### src/rtl/mem_stage_lsu_if.sv
// rtl/mem_stage_lsu_if.sv - request/response bus between the MEM-stage LSU and data memory
interface mem_stage_lsu_if #(
    parameter int N      = 32,
    parameter int ADDR_W = 32
);
    logic              proc_req;
    logic              we_out;
    logic [ADDR_W-1:0] addr;
    logic [N-1:0]      wdata;
    logic [N/8-1:0]    be;
    logic              mem_ready;
    logic              valid;
    logic [N-1:0]      rdata;

    modport master (output proc_req, we_out, addr, wdata, be, input mem_ready, valid, rdata);
    modport slave  (input proc_req, we_out, addr, wdata, be, output mem_ready, valid, rdata);
endinterface

### src/rtl/mem_stage_lsu.sv
// rtl/mem_stage_lsu.sv - MEM-stage load/store unit with byte enables and load extension
// Optional MISALIGN_TRAP_EN: misaligned ops trap instead of being forced aligned.
module mem_stage_lsu #(
    parameter int N      = 32,
    parameter int ADDR_W = 32
) (
    input  logic              clk,
    input  logic              rst,
    input  logic              pipe_en,
    input  logic              mem_op,
    input  logic              mem_we,
    input  logic [2:0]        funct3,
    input  logic [ADDR_W-1:0] ALUres,
    input  logic [N-1:0]      wrData_in,
    input  logic [4:0]        Rdest_in,
    input  logic [2:0]        cwWB_in,
    mem_stage_lsu_if.master   mem,
    output logic [N-1:0]      loadData,
    output logic [ADDR_W-1:0] ALUout,
    output logic [4:0]        Rdest_out,
    output logic [2:0]        cwWB,
    output logic              misalign,
    output logic              stallMem
);
    localparam int NB   = N / 8;
    localparam int OFFW = $clog2(NB);

    typedef enum logic [1:0] {IDLE, REQ, WAIT, DONE} state_t;
    state_t state_q, state_d;

    logic [1:0]        size_d, size_q;
    logic [OFFW-1:0]   off_raw, off_d, off_q;
    logic [NB-1:0]     be_d, be_q;
    logic [N-1:0]      wdata_d, wdata_q;
    logic [ADDR_W-1:0] addr_q, alu_q;
    logic              we_q, uns_q, trap_d, trap_q;
    logic [4:0]        rd_q;
    logic [2:0]        cw_q;
    logic [N-1:0]      ld_q, shifted, keep, fmt;
    logic              sbit;
    logic [N-1:0]      loadData_q;
    logic [ADDR_W-1:0] ALUout_q;
    logic [4:0]        Rdest_q;
    logic [2:0]        cwWB_q;
    logic              capture_en, ld_en, wb_en;

    // Incoming op decode; the offset is masked to the access size so a
    // misaligned op either traps or silently becomes the aligned access.
    always_comb begin
        size_d = funct3[1:0];
        if (N == 32 && funct3[1:0] == 2'd3) size_d = 2'd2;
        off_raw = ALUres[OFFW-1:0];
        off_d   = off_raw & ~OFFW'((4'd1 << size_d) - 4'd1);
        case (size_d)
            2'd0:    be_d = NB'(1);
            2'd1:    be_d = NB'(3);
            2'd2:    be_d = NB'(15);
            default: be_d = {NB{1'b1}};
        endcase
        be_d = be_d << off_d;
        case (size_d)
            2'd0:    wdata_d = {NB{wrData_in[7:0]}};
            2'd1:    wdata_d = {(N/16){wrData_in[15:0]}};
            2'd2:    wdata_d = {(N/32){wrData_in[31:0]}};
            default: wdata_d = wrData_in;
        endcase
    end

    always_comb begin
        shifted = mem.rdata >> {off_q, 3'b000};
        case (size_q)
            2'd0:    begin keep = N'(8'hFF);          sbit = shifted[7];   end
            2'd1:    begin keep = N'(16'hFFFF);       sbit = shifted[15];  end
            2'd2:    begin keep = N'(32'hFFFF_FFFF);  sbit = shifted[31];  end
            default: begin keep = '1;                 sbit = shifted[N-1]; end
        endcase
        fmt = shifted & keep;
        if (sbit && !uns_q) fmt = fmt | ~keep;
    end

    always_ff @(posedge clk or negedge rst) begin
        if (!rst) state_q <= IDLE;
        else      state_q <= state_d;
    end

    always_comb begin
        state_d = state_q;
        case (state_q)
            IDLE:    if (mem_op) state_d = trap_d ? DONE : REQ;
            REQ:     if (mem.mem_ready) state_d = (we_q || mem.valid) ? DONE : WAIT;
            WAIT:    if (mem.valid) state_d = DONE;
            DONE:    if (pipe_en) state_d = IDLE;
            default: state_d = IDLE;
        endcase
    end

    // stallMem is gated by reset so every output reads 0 while rst is low.
    always_comb begin
        mem.proc_req = (state_q == REQ);
        mem.we_out   = (state_q == REQ) && we_q;
        mem.addr     = addr_q;
        mem.wdata    = wdata_q;
        mem.be       = be_q;
        stallMem     = rst && ((state_q == REQ) || (state_q == WAIT) || (state_q == IDLE && mem_op));
        capture_en   = (state_q == IDLE) && mem_op;
        ld_en        = ((state_q == REQ) && mem.mem_ready && !we_q && mem.valid)
                     || ((state_q == WAIT) && mem.valid);
        wb_en        = pipe_en && (((state_q == IDLE) && !mem_op) || (state_q == DONE));
    end

    always_ff @(posedge clk or negedge rst) begin
        if (!rst) begin
            addr_q     <= '0;
            wdata_q    <= '0;
            be_q       <= '0;
            we_q       <= 1'b0;
            off_q      <= '0;
            size_q     <= '0;
            uns_q      <= 1'b0;
            trap_q     <= 1'b0;
            rd_q       <= '0;
            cw_q       <= '0;
            alu_q      <= '0;
            ld_q       <= '0;
            loadData_q <= '0;
            ALUout_q   <= '0;
            Rdest_q    <= '0;
            cwWB_q     <= '0;
        end else begin
            if (capture_en) begin
                addr_q  <= {ALUres[ADDR_W-1:OFFW], OFFW'(0)};
                wdata_q <= wdata_d;
                be_q    <= be_d;
                we_q    <= mem_we;
                off_q   <= off_d;
                size_q  <= size_d;
                uns_q   <= funct3[2];
                trap_q  <= trap_d;
                rd_q    <= Rdest_in;
                cw_q    <= cwWB_in;
                alu_q   <= ALUres;
                ld_q    <= '0;
            end
            if (ld_en) ld_q <= fmt;
            if (wb_en) begin
                if (state_q == DONE) begin
                    loadData_q <= ld_q;
                    ALUout_q   <= alu_q;
                    Rdest_q    <= rd_q;
                    cwWB_q     <= trap_q ? 3'b000 : cw_q;
                end else begin
                    loadData_q <= '0;
                    ALUout_q   <= ALUres;
                    Rdest_q    <= Rdest_in;
                    cwWB_q     <= cwWB_in;
                end
            end
        end
    end

`ifdef MISALIGN_TRAP_EN
    logic misalign_q;
    assign trap_d = (off_raw != off_d);
    always_ff @(posedge clk or negedge rst) begin
        if (!rst)       misalign_q <= 1'b0;
        else if (wb_en) misalign_q <= (state_q == DONE) && trap_q;
    end
    assign misalign = misalign_q;
`else
    assign trap_d   = 1'b0;
    assign misalign = 1'b0;
`endif

    assign loadData  = loadData_q;
    assign ALUout    = ALUout_q;
    assign Rdest_out = Rdest_q;
    assign cwWB      = cwWB_q;
endmodule

### src/flat_wrapper.sv
// flat-port wrapper written by rule: the top's interface ports become plain ports
module mem_stage_lsu_flat 
#(
    parameter int N      = 32,
    parameter int ADDR_W = 32
)
  (clk, rst, pipe_en, mem_op, mem_we, funct3, ALUres, wrData_in, Rdest_in, cwWB_in, loadData, ALUout, Rdest_out, cwWB, misalign, stallMem, mem_proc_req, mem_we_out, mem_addr, mem_wdata, mem_be, mem_mem_ready, mem_valid, mem_rdata);
  mem_stage_lsu_if #(.N(N), .ADDR_W(ADDR_W)) mem_i ();
  input  logic clk;
  input  logic rst;
  input  logic pipe_en;
  input  logic mem_op;
  input  logic mem_we;
  input  logic [2:0] funct3;
  input  logic [ADDR_W-1:0] ALUres;
  input  logic [N-1:0] wrData_in;
  input  logic [4:0] Rdest_in;
  input  logic [2:0] cwWB_in;
  output logic [N-1:0] loadData;
  output logic [ADDR_W-1:0] ALUout;
  output logic [4:0] Rdest_out;
  output logic [2:0] cwWB;
  output logic misalign;
  output logic stallMem;
  output wire logic [$bits(mem_i.proc_req)-1:0] mem_proc_req;
  output wire logic [$bits(mem_i.we_out)-1:0] mem_we_out;
  output wire logic [$bits(mem_i.addr)-1:0] mem_addr;
  output wire logic [$bits(mem_i.wdata)-1:0] mem_wdata;
  output wire logic [$bits(mem_i.be)-1:0] mem_be;
  input wire logic [$bits(mem_i.mem_ready)-1:0] mem_mem_ready;
  input wire logic [$bits(mem_i.valid)-1:0] mem_valid;
  input wire logic [$bits(mem_i.rdata)-1:0] mem_rdata;
  assign mem_proc_req = mem_i.proc_req;
  assign mem_we_out = mem_i.we_out;
  assign mem_addr = mem_i.addr;
  assign mem_wdata = mem_i.wdata;
  assign mem_be = mem_i.be;
  assign mem_i.mem_ready = mem_mem_ready;
  assign mem_i.valid = mem_valid;
  assign mem_i.rdata = mem_rdata;
  mem_stage_lsu #(.N(N), .ADDR_W(ADDR_W)) u_core (.clk(clk), .rst(rst), .pipe_en(pipe_en), .mem_op(mem_op), .mem_we(mem_we), .funct3(funct3), .ALUres(ALUres), .wrData_in(wrData_in), .Rdest_in(Rdest_in), .cwWB_in(cwWB_in), .mem(mem_i), .loadData(loadData), .ALUout(ALUout), .Rdest_out(Rdest_out), .cwWB(cwWB), .misalign(misalign), .stallMem(stallMem));
endmodule
### config.mk
export PLATFORM = sky130hd
export DESIGN_NAME = mem_stage_lsu_flat
export DESIGN_NICKNAME = d
export VERILOG_FILES = /design/src/rtl/mem_stage_lsu_if.sv /design/src/rtl/mem_stage_lsu.sv /design/src/flat_wrapper.sv
export SDC_FILE = /design/constraint.sdc
export NUM_CORES = 1
export LEC_CHECK = 0
export CORE_ASPECT_RATIO = 0.5
export CORE_MARGIN = 3
export CORE_UTILIZATION = 43
export CTS_CLUSTER_SIZE = 25
export DETAILED_ROUTE_END_ITERATION = 16
export PLACE_DENSITY = 0.78
export SLEW_MARGIN = 20
export SYNTH_ARGS = -nofsm -noshare
export SYNTH_HDL_FRONTEND = slang
export SYNTH_SLANG_ARGS = --single-unit
### constraint.sdc
create_clock -name clk -period 1.8 [get_ports clk]
set_input_delay 0.54 -clock clk [delete_from_list [all_inputs] [get_ports clk]]
set_output_delay 0.54 -clock clk [all_outputs]
set_load 0.01 [all_outputs]
==> metrics.cfg, run 1 <==
[setup_path]
cp_top_family=flip-flops
path_max_fanout=4
path_buf_inv=2
cp_data_arrival_time_ns=1.42
critPathCaptureType=output port
r2r_start=u_core.state_q[0]$_DFFE_PN0P_
required_ns=1.26
rrSetupSlack_ns=-0.15
r2r-end=u_core.ld_q[25]$_DFFE_PN0P_
crit_type=reg2out
reg2reg_depth=7
slowest_delay_ns=0.39
crit_path_cell_trace=buf_4 > ha_4 > and2_2 > buf_6
critPathSlowestCell=dfrtp_1
start_kind=register

[place]
place_congestion=0.866
placed_area_sq_um=11400
io_buffers=254
place.detailed.hpwl_mm=16.9

[global_route]
grt_pass1_vias=6869
antenna_found_initial=0
grt_pass1_wl_mm=36.9
globalRouteOverflowTotal=0
grt_use_total=0.216
grt_max_degree=115

[finish]
nFillCells=1549
num_antenna_cells=0
drive_gt1_frac=0.168
area_growth_pct=38.8
final_nets=1103
finalInstanceArea_sq_um=11800

[synth]
yosysMostFrequentCell=dfrtp_1
ys_seq_area_frac=0.551
synth_edf_count=0
async_reset_ff_frac=1.00
yosysUniqueCellTypes=42
ys_warn_count=0
syn_inst=745
synthesis.area_sq_um=8530
yosys-top-cells-area=dfrtp_1, mux2i_1, mux2_2
ys_ff_latch=188
yosysTopAreaCellShare=0.551
avgSynthCellArea_sq_um=11.5
synth_common_cells=dfrtp_1, o21ai_0, mux2i_1
yosys.area.top_type=dfrtp_1
synthFlopType=dfrtp_1

[routing]
final_antenna_net_count=0
wl_met1_mm=9.29
firstDrtPassIters=4
highest_layer=met4
vias=6565
wl_met3_mm=1.03
drc=0
met2_wirelength_mm=12.2
drt_iter0_drc=406
vias_per_cell=5.23
wl_mm=23.0
post_drt_wl_per_cell_um=18.3

[timing]
fmax_ghz=0.510
worst_slack_ns=-0.161
tightestPinTransition_ns=0.662
setup_viol=21
min_period_over_period=1.09
fin_hold_ws_ns=0.166
min_period_ns=1.96
max_slew_margin=0.558
final_max_slew_viol_count=0
rsz0062_at_grt=yes
fin_skew_ns=0.00819
final_hold_viol_count=0

[job]
drv_cap=0

[status]
status=finished with violations
failed_checks=setup timing

[clock_network]
cts_tree=built
clk_latency_ns=0.42
cts_hold_buf=0
clockBufferDepth=2
cts_root_buffer=clkbuf_16
cts.sinks=188
clkTransAtPathRegs_ns=0.07
numCtsBuffers=17
cts_max_level=4

[floorplanning]
core-area_sq_um=18900
die_y_um=106
rows=35
dieWidth_um=205
initial_core_util=0.451
dieArea_sq_um=21700
ios=258

[pwr]
power_density_nw_per_um2=1610
vdd_drop_max_v=0.000850
leakage_nw=5.63

[hold_path]
hold_class=in2async

[worst reg2reg max path, cell delays in order (launching register included)]
cell      delay, ns
dfrtp_1        0.39
buf_4          0.16
ha_4           0.16
and3b_2        0.21
buf_4          0.14
o2111a_2       0.28
nor2b_4        0.16
a221o_1        0.33
[worst max path at each step]
stage | from | endpoint | slack [ns] | cells after the start
2_1_floorplan | u_core.state_q[1]$_DFFE_PN0P_ | u_core.ld_q[21]$_DFFE_PN0P_ | -0.08 | 8
3_3_place_gp | mem_op | stallMem | -0.63 | 4
3_5_place_dp | mem_op | stallMem | -0.63 | 4
4_1_cts | u_core.state_q[0]$_DFFE_PN0P_ | mem_we_out | -0.20 | 4
5_1_grt | u_core.state_q[0]$_DFFE_PN0P_ | stallMem | -0.23 | 5
6_report | u_core.state_q[0]$_DFFE_PN0P_ | mem_we_out | -0.16 | 4
[where the power goes]
part,internal [mW],switching [mW]
Sequential,6.11,1.10
Clock,1.98,1.61
Combinational,4.16,4.14
[per-layer routing]
metal / vias to the layer above / track usage
met5: - / 0
met4: 0 / 0.0662
met3: 31 / 0.0432
met2: 172 / 0.386
met1: 3274 / 0.264
li1: 3088 / -
[kinds of logic (layout without fill, tap and decap cells)]
kind of cell / after synthesis / after routing / synth area share
compound gates: 168 / 168 / 0.131
other cells: 1 / 3 / 0.000440
xor+xnor: 1 / 1 / 0.00103
fa+ha+maj: 5 / 5 / 0.00733
mux: 138 / 138 / 0.171
flops: 188 / 188 / 0.551
simple gates: 149 / 149 / 0.0774
buf+inv: 95 / 344 / 0.0606
[area by class of cell]
class / instances / area (sq um) / area share
Clock buffer: 22 / 464 / 0.0392
Clock inverter: 9 / 91.3 / 0.00771
Inverter: 8 / 30.0 / 0.00254
Multi-Input combinational cell: 464 / 3390 / 0.286
Sequential cell: 188 / 4700 / 0.397
Tap cell: 259 / 324 / 0.0274
Timing Repair Buffer: 305 / 2840 / 0.239
[cell usage in the layout, fill, tap and decap left out, types with 8 or more instances in the layout]
master / synthesis / routed
dfrtp_1: 188 / 188
mux2i_1: 79 / 79
nand3_1: 25 / 25
clkbuf_16: 0 / 17
a22o_1: 32 / 32
clkdlybuf4s50_1: 0 / 111
a21oi_1: 17 / 17
dlygate4sd2_1: 0 / 139
a221o_1: 12 / 12
mux2_2: 58 / 58
and2_1: 10 / 8
nor2_1: 27 / 27
buf_4: 35 / 42
o21ai_0: 87 / 86
nand2_1: 75 / 74
[what timing repair did]
item	in CTS	in global routing
setup endpoints to repair	165	36
pin swaps	1	3
gates resized for setup	160	11
setup buffers	1	1
[sequential cells by signal (all words and copies together), names as in the netlist]
name,cells
u_core.ALUout,32
u_core.Rdest_out,5
u_core.alu_q,32
u_core.cwWB,3
u_core.cw_q,3
u_core.ld_q,32
u_core.loadData,32
u_core.mem.be,4
u_core.mem.wdata,32
u_core.off_q,2
u_core.rd_q,5
u_core.size_q,2
u_core.state_q,2
u_core.uns_q,1
u_core.we_q,1
[per-stage QoR]
stage          TNS (ns)  instances  setup slack [ns]   util  power [mW]
5_1_grt           -5.70       1255            -0.226  0.626        20.4
3_5_place_dp     -43.22       1223            -0.631  0.602        16.6
2_1_floorplan    -0.764        747           -0.0823      -        12.2
6_report          -2.36       1255            -0.161  0.626        19.1
3_3_place_gp     -36.89       1223            -0.628  0.602        16.2
4_1_cts           -2.74       1255            -0.197  0.625        19.2
Note: power is estimated with default switching activity, not from simulation.
==> run 2: changes to the inputs <==
- ABC_AREA: default -> 1
- CAP_MARGIN: default -> 10
==> run 2 against run 1 <==
Compared with the run above: the flow still finishes with violations (setup timing); non-clock buffer count grew 30; critical path type unchanged; cell count up 29%; critical path depth is the same; first-iteration DRC count rose by 74%; final area rose by 4.3%; clock power barely moved; total power up 7.0%; sequential cell count is the same.
==> metrics.cfg, run 2 <==
[floorplanning]
dieArea_sq_um=22200  ; +2.4%
rows=36  ; +2.9%
core-area_sq_um=19700  ; +4.3%
dieWidth_um=208  ; +1.2%
initial_core_util=0.443  ; -0.00750
die_y_um=107  ; +1.2%
ios=258  ; unchanged

[timing]
fin_skew_ns=0.00784  ; -0.000348 ns
fmax_ghz=0.505  ; -1.0%
rsz0062_at_grt=yes
max_slew_margin=0.413  ; -0.146
setup_viol=3  ; -86%
final_max_slew_viol_count=0  ; unchanged
worst_slack_ns=-0.182  ; -0.0203 ns
min_period_ns=1.98  ; +0.0203 ns
setup_tns_ns=-0.295  ; +2.07 ns
final_hold_viol_count=0  ; unchanged
min_period_over_period=1.10  ; +0.0113
fin_hold_ws_ns=0.254  ; +0.0879 ns
tightestPinTransition_ns=0.881  ; +0.218 ns

[global_route]
busiest_layer=met2
met1_usage=0.299  ; +0.0354
grt_max_degree=165  ; +43%
grt_use_total=0.232  ; +0.0161
antenna_found_initial=0  ; unchanged
grt_pass1_wl_mm=41.7  ; +13%
gr-usage-met3=0.0617  ; +0.0185
globalRouteOverflowTotal=0  ; unchanged
grtUsageMet2=0.386  ; about the same
grt_pass1_vias=8234  ; +20%

[clock_network]
cts_root_buffer=clkbuf_16
cts_tree=built
cts.sinks=188  ; unchanged
cts_hold_buf=0  ; unchanged
numCtsBuffers=17  ; unchanged
clockBufferDepth=2  ; unchanged
cts_max_level=4  ; unchanged
clk_latency_ns=0.43  ; about the same
clkTransAtPathRegs_ns=0.07  ; about the same

[place]
place.detailed.hpwl_mm=18.1  ; +6.7%
placed_area_sq_um=11700  ; +2.4%
place_congestion=0.841  ; -2.9%
io_buffers=254  ; unchanged

[routing]
final_antenna_net_count=0  ; unchanged
wl_mm=26.8  ; +17%
drt_iter0_drc=706  ; +74%
post_drt_wl_per_cell_um=16.6  ; -9.6%
firstDrtPassIters=5  ; +1
drc=0  ; unchanged
vias_per_cell=5.06  ; -3.2%
vias=8210  ; +25%

[setup_path]
critPathCaptureType=output port
crit_type=reg2out
start_kind=register
path_max_fanout=2  ; -2
cp_data_arrival_time_ns=1.44  ; +0.02 ns
required_ns=1.26  ; about the same

[synth]
yosysMostFrequentCell=nand2_1
syn_inst=1081  ; +45%
ys_ff_latch=188  ; unchanged
synth_edf_count=0  ; unchanged
ys_seq_area_frac=0.538  ; -0.0137
yosys-top-cells-area=dfrtp_1, nand2_1, o21ai_0
avgSynthCellArea_sq_um=8.09  ; -29%
yosys.area.top_type=dfrtp_1
synthesis.area_sq_um=8750  ; +2.6%
synthFlopType=dfrtp_1
yosysTopAreaCellShare=0.538  ; -0.0137
ys_warn_count=0  ; unchanged
yosysUniqueCellTypes=30  ; -29%
synth_common_cells=nand2_1, dfrtp_1, o21ai_0
async_reset_ff_frac=1.00  ; unchanged

[pwr]
p_seq_frac=0.352  ; -0.026
p_comb_frac=0.471  ; +0.037
leakage_nw=6.22  ; +11%
p_switching_mw=8.21  ; +20%
switching_share=0.402  ; +0.0433
pwr-share-clk=0.177  ; -0.011
vdd_drop_max_v=0.000885  ; +4.1%
p_int_mw=12.2  ; -0.20%
power_density_nw_per_um2=1650  ; +2.6%

[finish]
drive_gt1_frac=0.110  ; -0.0577
num_antenna_cells=0  ; unchanged
utilization=0.626  ; about the same
final_common_cell=nand2_1
final_cell_mix=nand2_1, dfrtp_1, dlygate4sd2_1, clkdlybuf4s50_1, o21ai_0
area_growth_pct=41.2
finalInstanceArea_sq_um=12400  ; +4.3%
nFillCells=1693  ; +9.3%
final_nets=1461  ; +32%

[hold_path]
hold_class=in2async

[job]
drv_cap=0  ; unchanged

[status]
failed_checks=setup timing
status=finished with violations

## run 2: kinds of logic after synthesis
logic type | after synthesis | share of synthesized area
DFF | 188 | 0.538
other | 1 | 0.000429
AOI/OAI and AO/OA | 179 | 0.114
and+or+nand+nor | 538 | 0.244
adders and majority gates | 5 | 0.00715
buffers and inverters | 170 | 0.0967
## run 2: power groups by stage
stage               clock (mW)  sequential (mW)  combinational [mW]
detailed placement           0             7.27                9.93
floorplan                    0             7.57                4.94
global route              3.87             7.43                10.6
CTS                       3.70             7.18                9.13
finish                    3.62             7.20                9.62
global placement             0             7.22                9.68
## run 2: cell type report
type                            instances  area, sq um  share of cell area
Clock buffer                           23          478              0.0387
Clock inverter                          9         86.3             0.00699
Inverter                               74          283              0.0229
Multi-Input combinational cell        725         3290               0.266
Sequential cell                       188         4700               0.381
Tap cell                              266          333              0.0269
Timing Repair Buffer                  335         3180               0.257
Timing Repair inverter                  1         5.00            0.000405
## run 2: final timing paths
path | endpoint | cells after the start | start | slack [ns]
max in group asynchronous | u_core.mem.wdata[13]$_DFFE_PN0P_ | 3 | rst | 0.72
min in group clk | u_core.cw_q[0]$_DFFE_PN0P_ | 2 | u_core.cw_q[0]$_DFFE_PN0P_ | 0.48
hold / removal | u_core.ALUout[22]$_DFFE_PN0P_ | 3 | rst | 0.25
hold reg to reg | u_core.cw_q[0]$_DFFE_PN0P_ | 2 | u_core.cw_q[0]$_DFFE_PN0P_ | 0.48
setup / recovery | stallMem | 4 | u_core.state_q[0]$_DFFE_PN0P_ | -0.18
setup reg to reg | u_core.ALUout[7]$_DFFE_PN0P_ | 9 | u_core.state_q[0]$_DFFE_PN0P_ | 0.03
## run 2: critical path, stage by stage, from the launching register on
cell	delay, ns
dfrtp_1	0.40
inv_2	0.09
ha_4	0.21
o21a_1	0.17
buf_2	0.13
## run 2: stage by stage
stage / power (mW) / worst slack [ns] / instances
final: 20.4 / -0.182 / 1621
after global routing: 21.9 / -0.245 / 1621
after detailed placement: 17.2 / -0.558 / 1573
after CTS: 20.0 / -0.165 / 1610
after global placement: 16.9 / -0.552 / 1573
after floorplan: 12.5 / 0.0442 / 1083
## run 2: metal layers
layer / wire, um / vias up
met2: 12800 / 302
met3: 1880 / 40
met1: 11600 / 3914
met4: 504 / 0
li1: - / 3954
met5: 0 / -
## run 2: what timing repair did
action,in CTS,in global routing
setup endpoints to repair,179,62
gates cloned,0,6
gates resized for setup,160,21
setup buffers,5,5
pin swaps,2,6
